[src/rtl/seq_alu_pkg.sv]
// Shared definitions for the sequential arithmetic unit: op encodings and FSM states.
package seq_alu_pkg;

  localparam logic [1:0] OP_ADD = 2'b00;
  localparam logic [1:0] OP_SUB = 2'b01;
  localparam logic [1:0] OP_MUL = 2'b10;
  localparam logic [1:0] OP_DIV = 2'b11;

  typedef enum logic [2:0] {
    IDLE   = 3'd0,
    ADDSUB = 3'd1,
    MUL    = 3'd2,
    DIV    = 3'd3,
    FIN    = 3'd4
  } state_e;

endpackage

[src/rtl/seq_alu_if.sv]
// Request/response bundle between a controller (master) and the sequential ALU (slave).
interface seq_alu_if #(
  parameter int WIDTH = 8
);

  logic                   start;
  logic [WIDTH-1:0]       a;
  logic [WIDTH-1:0]       b;
  logic [1:0]             ctrl;
  logic [2*WIDTH-1:0]     y;
  logic                   c;
  logic                   err;
  logic                   busy;
  logic                   done;

  modport master (
    output start, a, b, ctrl,
    input  y, c, err, busy, done
  );

  modport slave (
    input  start, a, b, ctrl,
    output y, c, err, busy, done
  );

endinterface

[src/rtl/seq_alu_div_step.sv]
// One combinational restoring-division step: shift in the next dividend bit,
// trial-subtract the divisor and keep the difference only when it does not borrow.
module seq_alu_div_step #(
  parameter int WIDTH = 8
) (
  input  logic [WIDTH-1:0] rem_in,
  input  logic             dvd_bit,
  input  logic [WIDTH-1:0] divisor,
  output logic [WIDTH-1:0] rem_out,
  output logic             q_bit
);

  logic [WIDTH:0] shifted_s;
  logic [WIDTH:0] diff_s;

  // The partial remainder is always below the divisor, so the shifted value fits WIDTH+1 bits.
  always_comb begin
    shifted_s = {rem_in, dvd_bit};
    diff_s    = shifted_s - {1'b0, divisor};
    q_bit     = ~diff_s[WIDTH];
    if (q_bit) begin
      rem_out = diff_s[WIDTH-1:0];
    end else begin
      rem_out = shifted_s[WIDTH-1:0];
    end
  end

endmodule

[src/rtl/seq_alu.sv]
// Multi-cycle unsigned ALU: single-cycle add/sub, shift-add multiply and restoring
// divide behind a start/busy/done handshake.
module seq_alu
  import seq_alu_pkg::*;
#(
  parameter int WIDTH = 8
) (
  input  logic     clk,
  input  logic     reset,
  seq_alu_if.slave bus
);

  localparam int            CW       = $clog2(WIDTH) + 1;
  localparam logic [CW-1:0] CNT_INIT = CW'(WIDTH);
  localparam logic [CW-1:0] CNT_ONE  = CW'(1);

  state_e               state_r;
  state_e               state_s;

  logic [WIDTH-1:0]     op_a_r;
  logic [WIDTH-1:0]     op_b_r;
  logic [1:0]           ctrl_r;
  logic [CW-1:0]        cnt_r;
  logic [2*WIDTH-1:0]   prod_r;
  logic [2*WIDTH-1:0]   mcand_r;
  logic [WIDTH-1:0]     mplier_r;
  logic [WIDTH-1:0]     rem_r;
  logic [WIDTH-1:0]     quo_r;

  logic [WIDTH-1:0]     step_rem_s;
  logic                 step_q_s;
  logic                 div_zero_s;
  logic                 cnt_zero_s;

  logic [WIDTH:0]       sum_s;
  logic [WIDTH:0]       dif_s;
  logic [2*WIDTH-1:0]   y_s;
  logic                 c_s;
  logic                 err_s;
  logic                 fin_s;

  logic [2*WIDTH-1:0]   y_r;
  logic                 c_r;
  logic                 err_r;
  logic                 busy_r;
  logic                 done_r;

  assign div_zero_s = (op_b_r == {WIDTH{1'b0}});
  assign cnt_zero_s = (cnt_r == {CW{1'b0}});

  seq_alu_div_step #(
    .WIDTH (WIDTH)
  ) u_div_step (
    .rem_in  (rem_r),
    .dvd_bit (quo_r[WIDTH-1]),
    .divisor (op_b_r),
    .rem_out (step_rem_s),
    .q_bit   (step_q_s)
  );

  // State register.
  always_ff @(posedge clk) begin
    if (reset) begin
      state_r <= IDLE;
    end else begin
      state_r <= state_s;
    end
  end

  // Next-state logic; iteration states leave one edge after the counter reaches zero.
  always_comb begin
    state_s = state_r;
    case (state_r)
      IDLE: begin
        if (bus.start) begin
          case (bus.ctrl)
            OP_MUL:  state_s = MUL;
            OP_DIV:  state_s = DIV;
            default: state_s = ADDSUB;
          endcase
        end else begin
          state_s = IDLE;
        end
      end
      ADDSUB: state_s = FIN;
      MUL: begin
        if (cnt_zero_s) begin
          state_s = FIN;
        end else begin
          state_s = MUL;
        end
      end
      DIV: begin
        if (div_zero_s || cnt_zero_s) begin
          state_s = FIN;
        end else begin
          state_s = DIV;
        end
      end
      FIN:     state_s = IDLE;
      default: state_s = IDLE;
    endcase
  end

  // Result selection, committed to the output registers while leaving FIN.
  always_comb begin
    fin_s = (state_r == FIN);
    sum_s = {1'b0, op_a_r} + {1'b0, op_b_r};
    dif_s = {1'b0, op_a_r} - {1'b0, op_b_r};
    y_s   = {(2*WIDTH){1'b0}};
    c_s   = 1'b0;
    err_s = 1'b0;
    case (ctrl_r)
      OP_ADD: begin
        y_s = {{WIDTH{1'b0}}, sum_s[WIDTH-1:0]};
        c_s = sum_s[WIDTH];
      end
      OP_SUB: begin
        y_s = {{WIDTH{1'b0}}, dif_s[WIDTH-1:0]};
        c_s = dif_s[WIDTH];
      end
      OP_MUL: begin
        y_s = prod_r;
      end
      OP_DIV: begin
        if (div_zero_s) begin
          y_s   = {op_a_r, {WIDTH{1'b1}}};
          err_s = 1'b1;
        end else begin
          y_s   = {rem_r, quo_r};
          err_s = 1'b0;
        end
      end
      default: begin
        y_s = {(2*WIDTH){1'b0}};
      end
    endcase
  end

  // Operand capture and the per-iteration multiply / divide datapath.
  always_ff @(posedge clk) begin
    if (reset) begin
      op_a_r   <= {WIDTH{1'b0}};
      op_b_r   <= {WIDTH{1'b0}};
      ctrl_r   <= OP_ADD;
      cnt_r    <= {CW{1'b0}};
      prod_r   <= {(2*WIDTH){1'b0}};
      mcand_r  <= {(2*WIDTH){1'b0}};
      mplier_r <= {WIDTH{1'b0}};
      rem_r    <= {WIDTH{1'b0}};
      quo_r    <= {WIDTH{1'b0}};
    end else begin
      case (state_r)
        IDLE: begin
          if (bus.start) begin
            op_a_r   <= bus.a;
            op_b_r   <= bus.b;
            ctrl_r   <= bus.ctrl;
            cnt_r    <= CNT_INIT;
            prod_r   <= {(2*WIDTH){1'b0}};
            mcand_r  <= {{WIDTH{1'b0}}, bus.a};
            mplier_r <= bus.b;
            rem_r    <= {WIDTH{1'b0}};
            quo_r    <= bus.a;
          end
        end
        MUL: begin
          if (!cnt_zero_s) begin
            if (mplier_r[0]) begin
              prod_r <= prod_r + mcand_r;
            end
            mcand_r  <= {mcand_r[2*WIDTH-2:0], 1'b0};
            mplier_r <= {1'b0, mplier_r[WIDTH-1:1]};
            cnt_r    <= cnt_r - CNT_ONE;
          end
        end
        DIV: begin
          // quo_r starts as the dividend; quotient bits shift in as dividend bits shift out.
          if (!div_zero_s && !cnt_zero_s) begin
            rem_r <= step_rem_s;
            quo_r <= {quo_r[WIDTH-2:0], step_q_s};
            cnt_r <= cnt_r - CNT_ONE;
          end
        end
        default: begin
        end
      endcase
    end
  end

  // Registered handshake and result outputs.
  always_ff @(posedge clk) begin
    if (reset) begin
      y_r    <= {(2*WIDTH){1'b0}};
      c_r    <= 1'b0;
      err_r  <= 1'b0;
      busy_r <= 1'b0;
      done_r <= 1'b0;
    end else begin
      busy_r <= (state_s != IDLE);
      done_r <= fin_s;
      if (fin_s) begin
        y_r   <= y_s;
        c_r   <= c_s;
        err_r <= err_s;
      end
    end
  end

  assign bus.y    = y_r;
  assign bus.c    = c_r;
  assign bus.err  = err_r;
  assign bus.busy = busy_r;
  assign bus.done = done_r;

endmodule
[src/flat_wrapper.sv]
// flat-port wrapper written by rule: the top's interface ports become plain ports
module seq_alu_flat import seq_alu_pkg::*;
#(
  parameter int WIDTH = 8
)
  (clk, reset, bus_start, bus_a, bus_b, bus_ctrl, bus_y, bus_c, bus_err, bus_busy, bus_done);
  seq_alu_if #(.WIDTH(WIDTH)) bus_i ();
  input  logic clk;
  input  logic reset;
  input wire logic [$bits(bus_i.start)-1:0] bus_start;
  input wire logic [$bits(bus_i.a)-1:0] bus_a;
  input wire logic [$bits(bus_i.b)-1:0] bus_b;
  input wire logic [$bits(bus_i.ctrl)-1:0] bus_ctrl;
  output wire logic [$bits(bus_i.y)-1:0] bus_y;
  output wire logic [$bits(bus_i.c)-1:0] bus_c;
  output wire logic [$bits(bus_i.err)-1:0] bus_err;
  output wire logic [$bits(bus_i.busy)-1:0] bus_busy;
  output wire logic [$bits(bus_i.done)-1:0] bus_done;
  assign bus_i.start = bus_start;
  assign bus_i.a = bus_a;
  assign bus_i.b = bus_b;
  assign bus_i.ctrl = bus_ctrl;
  assign bus_y = bus_i.y;
  assign bus_c = bus_i.c;
  assign bus_err = bus_i.err;
  assign bus_busy = bus_i.busy;
  assign bus_done = bus_i.done;
  seq_alu #(.WIDTH(WIDTH)) u_core (.clk(clk), .reset(reset), .bus(bus_i));
endmodule
[config.mk]
export PLATFORM = sky130hd
export DESIGN_NAME = seq_alu_flat
export DESIGN_NICKNAME = d
export VERILOG_FILES = /design/src/rtl/seq_alu_pkg.sv /design/src/rtl/seq_alu_if.sv /design/src/rtl/seq_alu_div_step.sv /design/src/rtl/seq_alu.sv /design/src/flat_wrapper.sv
export SDC_FILE = /design/constraint.sdc
export NUM_CORES = 1
export LEC_CHECK = 0
export CAP_MARGIN = 25
export CELL_PAD_IN_SITES_DETAIL_PLACEMENT = 1
export CELL_PAD_IN_SITES_GLOBAL_PLACEMENT = 1
export CORE_MARGIN = 8
export CORE_UTILIZATION = 28
export CTS_CLUSTER_DIAMETER = 50
export DETAILED_ROUTE_END_ITERATION = 8
export GPL_TIMING_DRIVEN = 0
export PLACE_DENSITY_LB_ADDON = 0.1
export SYNTH_ARGS = -nofsm -noshare
export SYNTH_HDL_FRONTEND = slang
export SYNTH_SLANG_ARGS = --single-unit
[constraint.sdc]
create_clock -name clk -period 3.2 [get_ports clk]
set_input_delay 0.48 -clock clk [delete_from_list [all_inputs] [get_ports clk]]
set_output_delay 0.48 -clock clk [all_outputs]
set_load 0.03 [all_outputs]
# ---- Yosys cells after proc, flatten, opt, wreduce, memory -nomap -nowiden
# Index checks and enable logic that the tools add are counted.
dict set report totals {
  register_bits 101
  wordCells 82
  romBits 0
  output_inout_bits 20
  memories 0
  latchBits 0
  ram_bits 0
  in_bits 21
}
dict set report op_classes {
  shifts 0
  div_mod_pow 0
  bitwise_logic 1
  n_eq_ne 13
  n_addsub 5
  mux 31
  multipliers 0
  reduce_logical 17
  n_lt_le_gt_ge 0
}
# operator n
set op_table {}
lappend op_table {{two-way mux 16 bit} 6}
lappend op_table {{case mux 16 bit (2 select lines)} 2}
lappend op_table {{case mux 16 bit (4 select lines)} 1}
lappend op_table {{two-way mux 8 bit} 7}
lappend op_table {{case mux 8 bit (2 select lines)} 3}
lappend op_table {{adder 16 bit} 1}
lappend op_table {{two-way mux 4 bit} 3}
lappend op_table {{case mux 3 bit (4 select lines)} 1}
lappend op_table {{case mux 4 bit (3 select lines)} 1}
lappend op_table {{adder 8 x 8 -> 9 bit} 1}
lappend op_table {{subtractor 8 x 8 -> 9 bit} 1}
lappend op_table {{subtractor 9 x 8 -> 9 bit} 1}
lappend op_table {{== test 2 bit (second input constant)} 4}
lappend op_table {{zero test 8 bit} 1}
lappend op_table {{AND reduction 4 bit} 2}
lappend op_table {{== test 3 x 2 -> 1 bit (second input constant)} 2}
lappend op_table {{two-way mux 3 bit} 2}
lappend op_table {{AND reduction 3 bit} 2}
lappend op_table {{nonzero test 3 bit} 2}
lappend op_table {{zero test 4 bit} 1}
lappend op_table {{!= test 2 x 1 -> 1 bit (second input constant)} 2}
lappend op_table {{!= test 2 bit (second input constant)} 2}
lappend op_table {{case mux 2 bit (2 select lines)} 1}
lappend op_table {{nonzero test 2 bit} 2}
lappend op_table {{other kinds (14)} 16}

# ---- Depth between registers and ports, before layout
dict set report depth {
  word_depth 5
  ltp_mapped 11
  ltp_nobuf 11
}

# ---- By module
# From an unflattened synthesis, not the netlist that was laid out.
dict set report hier_totals {
  hier_cells 776
  hier_area_um2 6183.4
}
# module cells_each n_inst seq_area_each_um2 area_per_inst_um2
set by_module_without_submodules {}
lappend by_module_without_submodules {seq_alu 714 1 2021.9 5647.9}
lappend by_module_without_submodules {seq_alu_div_step 62 1 0.0 535.5}

# ---- Least setup slack after synthesis
# OpenSTA, ideal clock, no wires.
dict set report synth_timing {
  kind {reg-to-reg}
  startpoint {register u_core.op_b_r[0]}
  endpoint {register u_core.rem_r[0]}
  path_stages_with_launch 11
  setup_time_ns 0.069
  arrival_ns 2.496
  required_ns 3.131
  n_path_buf 0
  path_slack_ns 0.635
  synth_period_minus_slack_ns 2.565
  cell_sequence {dfxtp_1 -> ha_1 -> inv_1 -> fa_1 -> a211oi_1 -> o21bai_1 -> a211oi_1 -> o21bai_2 -> xnor2_4 -> mux2_2 -> o21ai_1}
}
dict set report synth_via {
  elab_chain_len 5
  word_cells_on_any_way 9
  cone_classes {add/sub: 1; eq/ne: 1; mux: 3; reduce/logical: 4}
}
# item line
set synth_rtl {}
lappend synth_rtl {{start, declared} seq_alu.sv:21} ;# logic [WIDTH-1:0] op_b_r;
lappend synth_rtl {{start signal, assigned} seq_alu.sv:144} ;# op_b_r <= {WIDTH{1'b0}};
lappend synth_rtl {{start signal, assigned} seq_alu.sv:157} ;# op_b_r <= bus.b;
lappend synth_rtl {{branches (longest 5 deep; another with subtractor 9 x 8 -> 9 bit)} n/a}
lappend synth_rtl {{end signal, assigned} seq_alu.sv:150} ;# rem_r <= {WIDTH{1'b0}};
lappend synth_rtl {{end signal, assigned} seq_alu.sv:163} ;# rem_r <= {WIDTH{1'b0}};
lappend synth_rtl {{end signal, assigned} seq_alu.sv:180} ;# rem_r <= step_rem_s;
lappend synth_rtl {{end, declared} seq_alu.sv:27} ;# logic [WIDTH-1:0] rem_r;
# Parallel ways; which one is timed is not known. The select of a mux whose other input is x is not followed.
# A chain may end at the register's enable or synchronous reset.

# ---- Worst setup path in the final report
dict set report layout_timing {
  startpoint {register u_core.op_b_r[0]}
  endpoint {register u_core.rem_r[5]}
}
# The elaborated chain is that of the path after synthesis.

==> results.json <==
{
  "run_status": "completed",
  "post-route-cell-area_mm2": 0.00703,
  "core_footprint_mm2": 0.0210,
  "grt_pass1_vias": 5834,
  "initial_core_util": 0.284,
  "area_delta_synth_final_pct": 18.0,
  "p_clk_frac": 0.325,
  "crit_path_start_kind": "register",
  "syn_area_per_cell_um2": 7.93,
  "clkSlewWorstSetupHoldPaths_ns": 0.07,
  "switching_power_w": 0.00122,
  "crit_path_kind": "reg2reg",
  "timing.setup.tns_ns": 0,
  "tritoncts": "built",
  "critical_path.top_delay_family": "compound AO/OA/AOI/OAI gates",
  "detail_route.vias_per_cell": 5.20,
  "worst-endpoint-required_ns": 3.43,
  "vdd_ir_drop_max_v": 0.000309,
  "hold_start": "u_core.mplier_r[7]",
  "antenna_left": 0,
  "path_common_cell": "sky130_fd_sc_hd__a211oi_1",
  "ys_seq_area_frac": 0.339,
  "synth.ff_latch_count": 101,
  "grt_util_all_layers": 0.167,
  "io_pins": 41,
  "num_antenna_cells": 0,
  "synth.largest_area_cell": "sky130_fd_sc_hd__dfxtp_1",
  "ys_warn_count": 0,
  "cp.buffers_inverters": 2,
  "synth_largest_type_area_fraction": 0.339,
  "grt_overflow": 0,
  "initial_antenna_violation_count": 0,
  "synth.top_cells.by_area": "sky130_fd_sc_hd__dfxtp_1 (34%), sky130_fd_sc_hd__ha_1 (8.8%), sky130_fd_sc_hd__nand2_1 (7.8%)",
  "post_place_instance_area_mm2": 0.00669,
  "final-max-slew-violation-count": 0,
  "p_int_w": 0.00233,
  "max_clock_freq_mhz": 349,
  "cts_max_level": 3,
  "period_share": 0.894,
  "netlist-cell-type-count": 66,
  "die_width_um": 162,
  "place.port_buffers": 39,
  "worst_r2r_startpoint": "u_core.op_b_r[0]",
  "rsz0062_at_grt": "false",
  "crit_path_end_kind": "register",
  "power_per_cell_area_mw_per_mm2": 504,
  "dr_total_vias": 5640,
  "power.share.switching": 0.343,
  "synth_ff_type": "sky130_fd_sc_hd__dfxtp_1",
  "worstMarginPinSlew_ns": 0.927,
  "globalplace.congestion": 0.844,
  "register_area_mm2": 0.00202,
  "path_cells": "ha_1 -> inv_1 -> fa_1 -> a211oi_1 -> o21bai_1 -> a211oi_1 -> o21bai_2 -> xnor2_4 -> buf_4 -> mux2i_1 -> o21ai_0",
  "postSynthNetCount": 818,
  "utilization": 0.335,
  "rows": 53,
  "critical_path_fanouts_max": 6,
  "drt_iter0_markers": 231,
  "fin_hold_ws_ns": 0.474,
  "final_layout_size_suffix_gt1_frac": 0.0531,
  "clock_path_buffers": 2,
  "layout_min_cycle_time_ns": 2.86,
  "place_worst_setup_slack_ns": 0.177,
  "postRouteWirelength_mm": 22.0,
  "drt-wirelength-per-cell_um": 20.3,
  "cts_made_buffers": 9,
  "netlist_area_mm2": 0.00596,
  "comb_power_share": 0.271,
  "drt_pre_antenna_iters": 4,
  "clk-insertion-delay-late_ns": 0.36,
  "p_seq_frac": 0.404,
  "hold_class": "reg2reg",
  "layout.nets": 873,
  "floorplan.die_area_mm2": 0.0262,
  "max_cap_violations": 0,
  "report.final.setup_viol": 0,
  "synth_enable_flop_cells": 0,
  "die_span_in_y_um": 162,
  "power.leakage_nw": 2.68,
  "dp_hpwl_mm": 17.6,
  "regToRegSetupSlack_ns": 0.34,
  "filler_cell_count": 2577,
  "crit_path_top_delay_cell": "sky130_fd_sc_hd__dfxtp_1",
  "finClkSkew_ns": 0.00845,
  "crit_path_start": "u_core.op_b_r[0]",
  "global_route_wire_length_before_repair_mm": 33.8,
  "cts.root.buffer_cell": "sky130_fd_sc_hd__clkbuf_16",
  "finalWorstSetupSlack_ns": 0.338,
  "netlist_instances": 751,
  "ys_async_rst_share": 0,
  "slew_headroom": 0.381,
  "remaining_drc_errors": 0,
  "largest_net_degree_at_the_start_of_global_routing": 17,
  "finalHoldViolations": 0,
  "critical-path-max-stage-delay_ns": 0.47,
  "cts.sink_count": 101,
  "multi_input_comb_area_mm2": 0.00364,
  "critical_path_data_arrival_time_ns": 3.09
}
## state kept, by name, summed over array words and instances (netlist names)
name / cells
u_core.rem_r: 8
u_core.bus.busy: 1
u_core.mcand_r: 16
u_core.bus.y: 16
u_core.bus.err: 1
u_core.cnt_r: 4
u_core.bus.done: 1
u_core.bus.c: 1
u_core.prod_r: 16
u_core.state_r: 3
u_core.mplier_r: 8
u_core.op_b_r: 8
u_core.ctrl_r: 2
u_core.quo_r: 8
u_core.op_a_r: 8
## worst min-delay path: stages (launching register included)
cell and delay [ns]:
sky130_fd_sc_hd__dfxtp_1 0.32, sky130_fd_sc_hd__nand2_1 0.06, sky130_fd_sc_hd__a21oi_1 0.06
## cells in the final DEF (no fill, tap or decap), types with 3 or more instances in the layout
cell type                         Yosys  final
sky130_fd_sc_hd__a211oi_1            11     11
sky130_fd_sc_hd__a21o_1               7      7
sky130_fd_sc_hd__a21oi_1             64     64
sky130_fd_sc_hd__a22o_1               6      6
sky130_fd_sc_hd__a22oi_1             12     12
sky130_fd_sc_hd__a311oi_1            21     21
sky130_fd_sc_hd__a31oi_1             12     12
sky130_fd_sc_hd__buf_2                4      4
sky130_fd_sc_hd__buf_4                2      7
sky130_fd_sc_hd__clkbuf_1            37     37
sky130_fd_sc_hd__clkbuf_16            0      9
sky130_fd_sc_hd__clkdlybuf4s50_1      0     39
sky130_fd_sc_hd__dfxtp_1            101    101
sky130_fd_sc_hd__fa_1                 4      4
sky130_fd_sc_hd__ha_1                42     42
sky130_fd_sc_hd__inv_1               28     28
sky130_fd_sc_hd__mux2i_1             10     10
sky130_fd_sc_hd__nand2_1            124    124
sky130_fd_sc_hd__nand2b_1            14     14
sky130_fd_sc_hd__nand3_1             19     19
sky130_fd_sc_hd__nand3b_1             3      3
sky130_fd_sc_hd__nor2_1              82     82
sky130_fd_sc_hd__nor2b_1              4      4
sky130_fd_sc_hd__nor3_1              17     17
sky130_fd_sc_hd__nor4_1               3      3
sky130_fd_sc_hd__o211ai_1             9      9
sky130_fd_sc_hd__o21a_1               6      6
sky130_fd_sc_hd__o21ai_0             25     25
sky130_fd_sc_hd__o21bai_1             4      4
sky130_fd_sc_hd__o31ai_1              3      3
sky130_fd_sc_hd__or3_1                7      7
sky130_fd_sc_hd__xnor2_1             13     13
sky130_fd_sc_hd__xor2_1              10     10
## final timing paths
kind / end / depth (start not counted)
worst min register to register: u_core.mplier_r[7] / 2
worst min-delay path: u_core.mplier_r[7] / 2
worst max register to register: u_core.rem_r[5] / 11
worst max-delay path: u_core.rem_r[5] / 11
## per-stage QoR
stage                     total power [W]  std cells
after floorplan                   0.00206        751
after global placement            0.00238       1065
after detailed placement          0.00240       1065
after CTS                         0.00357       1080
after global routing              0.00374       1085
final                             0.00354       1085
## cells in the mapped netlist, drive strengths merged (3+ instances only)
cell type  count
nand2        126
dfxtp        101
nor2          82
a21oi         65
ha            42
clkbuf        37
inv           28
o21ai         27
a311oi        21
nand3         19
nor3          17
nand2b        14
xnor2         14
a22oi         12
a31oi         12
a211oi        11
mux2i         10
xor2          10
buf            9
o211ai         9
a21o           7
or3            7
a22o           6
o21a           6
nor2b          5
o21bai         5
fa             4
and2           3
nand3b         3
nor4           3
o31ai          3
or2            3
## kinds of logic after synthesis
| group | Yosys count | share of synthesized area |
|---|---|---|
| AND/OR/NAND/NOR | 292 | 0.219 |
| AO/OA/AOI/OAI | 200 | 0.224 |
| flip-flops | 101 | 0.339 |
| buffers and inverters | 74 | 0.0500 |
| adder cells (fa/ha/maj) | 46 | 0.102 |
| XOR/XNOR | 24 | 0.0384 |
| multiplexers | 14 | 0.0282 |
## per-layer routing
metal | routed length, um | track usage | vias to the layer above
met5 | 0 | 0 | -
met4 | 450 | 0.0530 | 0
met3 | 975 | 0.0273 | 21
met2 | 10500 | 0.280 | 96
met1 | 10100 | 0.216 | 2769
li1 | - | - | 2754
## layout make-up
type	count	area share
flip-flops and latches	101	0.288
well taps	275	0.0490
clock buffers	10	0.0340
clock inverters	5	0.00837
repair buffers	44	0.0609
inverters	28	0.0150
plain buffers	46	0.0274
multi-input cells	576	0.518
## timing repair
item	in CTS	in global routing
hold buffers	0	0
hold endpoints to repair	0	0
setup endpoints to repair	0	1
buffers inserted	0	5
gates resized for setup	0	0
## power groups by stage
stage	Combinational (W)	Sequential [W]	Clock, W
floorplan	0.000621	0.00144	0
global placement	0.000918	0.00146	0
detailed placement	0.000942	0.00146	0
CTS	0.000945	0.00143	0.00119
global route	0.00106	0.00145	0.00124
finish	0.000959	0.00143	0.00115
Note: power is estimated with default switching activity, not from simulation.
==> edit: new RTL, config.mk and constraints unchanged <==
Re-encode `state_e` (5 states) as one-hot, 5 bits wide.
--- a/src/rtl/seq_alu_pkg.sv
+++ b/src/rtl/seq_alu_pkg.sv
@@ -6,12 +6,12 @@
   localparam logic [1:0] OP_MUL = 2'b10;
   localparam logic [1:0] OP_DIV = 2'b11;
 
-  typedef enum logic [2:0] {
-    IDLE   = 3'd0,
-    ADDSUB = 3'd1,
-    MUL    = 3'd2,
-    DIV    = 3'd3,
-    FIN    = 3'd4
+  typedef enum logic [4:0] {
+    IDLE   = 5'b00001,
+    ADDSUB = 5'b00010,
+    MUL    = 5'b00100,
+    DIV    = 5'b01000,
+    FIN    = 5'b10000
   } state_e;
 
 endpackage
Function: no difference found for any inputs over 4 cycles, from zero or initial values and one cycle with reset high; so few cycles prove little.
==> edit against the original RTL <==
Worst hold slack got worse by 0.0094 ns; sequential share of layout area decreased by 0.38 points; total power up 5.3%; area after synthesis increased by 3.8%; count of clock-buffer cells in the layout decreased by 1; cell area grew 3.3%; via count increased by 3.7%; setup slack got worse by 0.16 ns; sequential power increased by 3%; critical path type unchanged; wire length rose by 5.5%; clock power increased by 3%; sequential cell count up 2.
==> edit: results (changes against the original RTL) <==
metric	value	unit	change
worst_pin_slew	0.855	ns	was 0.927 ns
avgSynthCellArea	7.95	um2	was 7.93 um2
cts_root_buffer	clkbuf_16		unchanged
yosysSeqAreaShare	33.4	%	was 33.9%
diodes	0		unchanged
gp_congestion	0.847		was 0.844
nFillCells	2629		was 2577
synth_compound_area_share	23.9	%	was 22.4%
hold_class	reg2reg		unchanged
nNetsFinal	896		was 873
grt_max_degree	19		was 17
synth-warning-count	0		unchanged
insertion_delay	0.36	ns	about the same
p_int	0.00239	W	was 0.00233 W
track_usage	17.6	%	was 16.7%
cts_buffer_depth	2		unchanged
port_buffers	39		unchanged
htree_levels	3		unchanged
grt_pass1_wl	36300	um	was 33800 um
synth_mux_area_share	3.32	%	was 2.82%
drive_gt1_share	4.68	%	was 5.31%
grt_pass1_vias	6067		was 5834
synth-xor-area-share	2.98	%	was 3.84%
cp.arrival	3.28	ns	was 3.09 ns
synth_area_leaders	dfxtp_1 (33%), ha_1 (8.5%), nand2_1 (7.2%)		was dfxtp_1 (34%), ha_1 (8.8%), nand2_1 (7.8%)
drtPass1Iterations	5		was 4
status	finished, final reports clean		unchanged
antenna_found_initial	0		unchanged
post-cts-setup-buffers	0		unchanged
synth_common_cells	nand2_1 (119), dfxtp_1 (103), nor2_1 (86)		was nand2_1 (124), dfxtp_1 (101), nor2_1 (82)
worst-path-max-fanout	7		was 6
synthArstFlopShare	0	%	unchanged
skew	0.00505	ns	was 0.00845 ns
peakVddDrop	0.000223	V	was 0.000309 V
dp_hpwl	18500	um	was 17600 um
synth_cell_types	67		was 66
placed_cell_area	6930	um2	was 6690 um2
dp_slack	0.0624	ns	was 0.177 ns
via_count	5848		was 5640
clk_pin_slew	0.08	ns	
wl_per_cell	20.8	um	was 20.3 um
synth_fa_ha_area_share	9.80	%	was 10.2%
synth_nets	844		was 818
numCtsBuffers	9		unchanged
leakage	2.73	nW	was 2.68 nW
drt_iter0_markers	270		was 231
final_cell_count_no_fill	1114		was 1085
==> edit: changes by cell type in the layout (fill, tap and decap cells not counted), moves of 5 or more <==
cell       before  now
nand2b_1       14    7
buf_4           7    0
a211oi_1       11   17
a22o_1          6    1
a211o_1         1    7
or2_2           2    8
mux2i_1        10   16
nand2_1       124  119
o2bb2ai_1       0    7
==> edit: cells by family (layout without fill, tap and decap cells) <==
| logic type | count (synthesis) | in the layout |
|---|---|---|
| xor gates and xnor gates | 21 | 21 |
| adders and majority gates | 46 | 46 |
| muxes | 18 | 18 |
| buffers and inverters | 71 | 128 |
| DFF | 103 | 103 |
| and+or+nand+nor | 301 | 301 |
| AOI/OAI and AO/OA | 217 | 217 |
==> edit: final timing paths <==
path | slack [ns] | depth (start not counted) | startpoint | endpoint
worst min register to register | 0.46 | 2 | u_core.bus.err$_SDFFE_PP0P_ | u_core.bus.err$_SDFFE_PP0P_
worst max register to register | 0.18 | 10 | u_core.op_b_r[0]$_SDFFE_PP0P_ | u_core.rem_r[7]$_SDFFE_PP0P_
worst max-delay path | 0.18 | 10 | u_core.op_b_r[0]$_SDFFE_PP0P_ | u_core.rem_r[7]$_SDFFE_PP0P_
worst min-delay path | 0.46 | 2 | u_core.bus.err$_SDFFE_PP0P_ | u_core.bus.err$_SDFFE_PP0P_
==> edit: what timing repair did <==
action / 4_1_cts / 5_1_grt
resized for setup: 0 / 1
hold buffers: 0 / 0
endpoints found under the setup margin: 0 / 7
==> edit: power groups by stage <==
| stage | sequential [W] | clock [W] | combinational (W) |
|---|---|---|---|
| after floorplan | 0.00147 | 0 | 0.000734 |
| after global placement | 0.00150 | 0 | 0.00103 |
| after detailed placement | 0.00151 | 0 | 0.00106 |
| after CTS | 0.00148 | 0.00123 | 0.00107 |
| after global routing | 0.00149 | 0.00127 | 0.00118 |
| final | 0.00148 | 0.00119 | 0.00106 |
==> edit: critical path: stages (launching register included) <==
cell and delay (ns):
dfxtp_1 0.49, ha_1 0.25, inv_1 0.06, fa_1 0.41
a21oi_1 0.23, o211ai_1 0.18, o41ai_2 0.32, xnor2_1 0.33
buf_6 0.23, nand3b_1 0.14, a32o_1 0.28
==> edit: layout make-up <==
cell class	count	area (um2)	area share (%)
Tap cell	280	350	4.83
Sequential cell	103	2060	28.4
Clock buffer	9	225	3.10
Inverter	29	109	1.50
Multi-Input combinational cell	603	3850	53.0
Clock inverter	7	81.3	1.12
Timing Repair Buffer	41	414	5.70
Buffer	42	168	2.31
==> edit: layer usage <==
layer	vias up	track usage (%)	wire, um
met2	68	30.2	11200
met4	0	4.46	296
met3	17	1.77	498
met5	-	0	0
met1	2865	23.2	11200
li1	2898	-	-
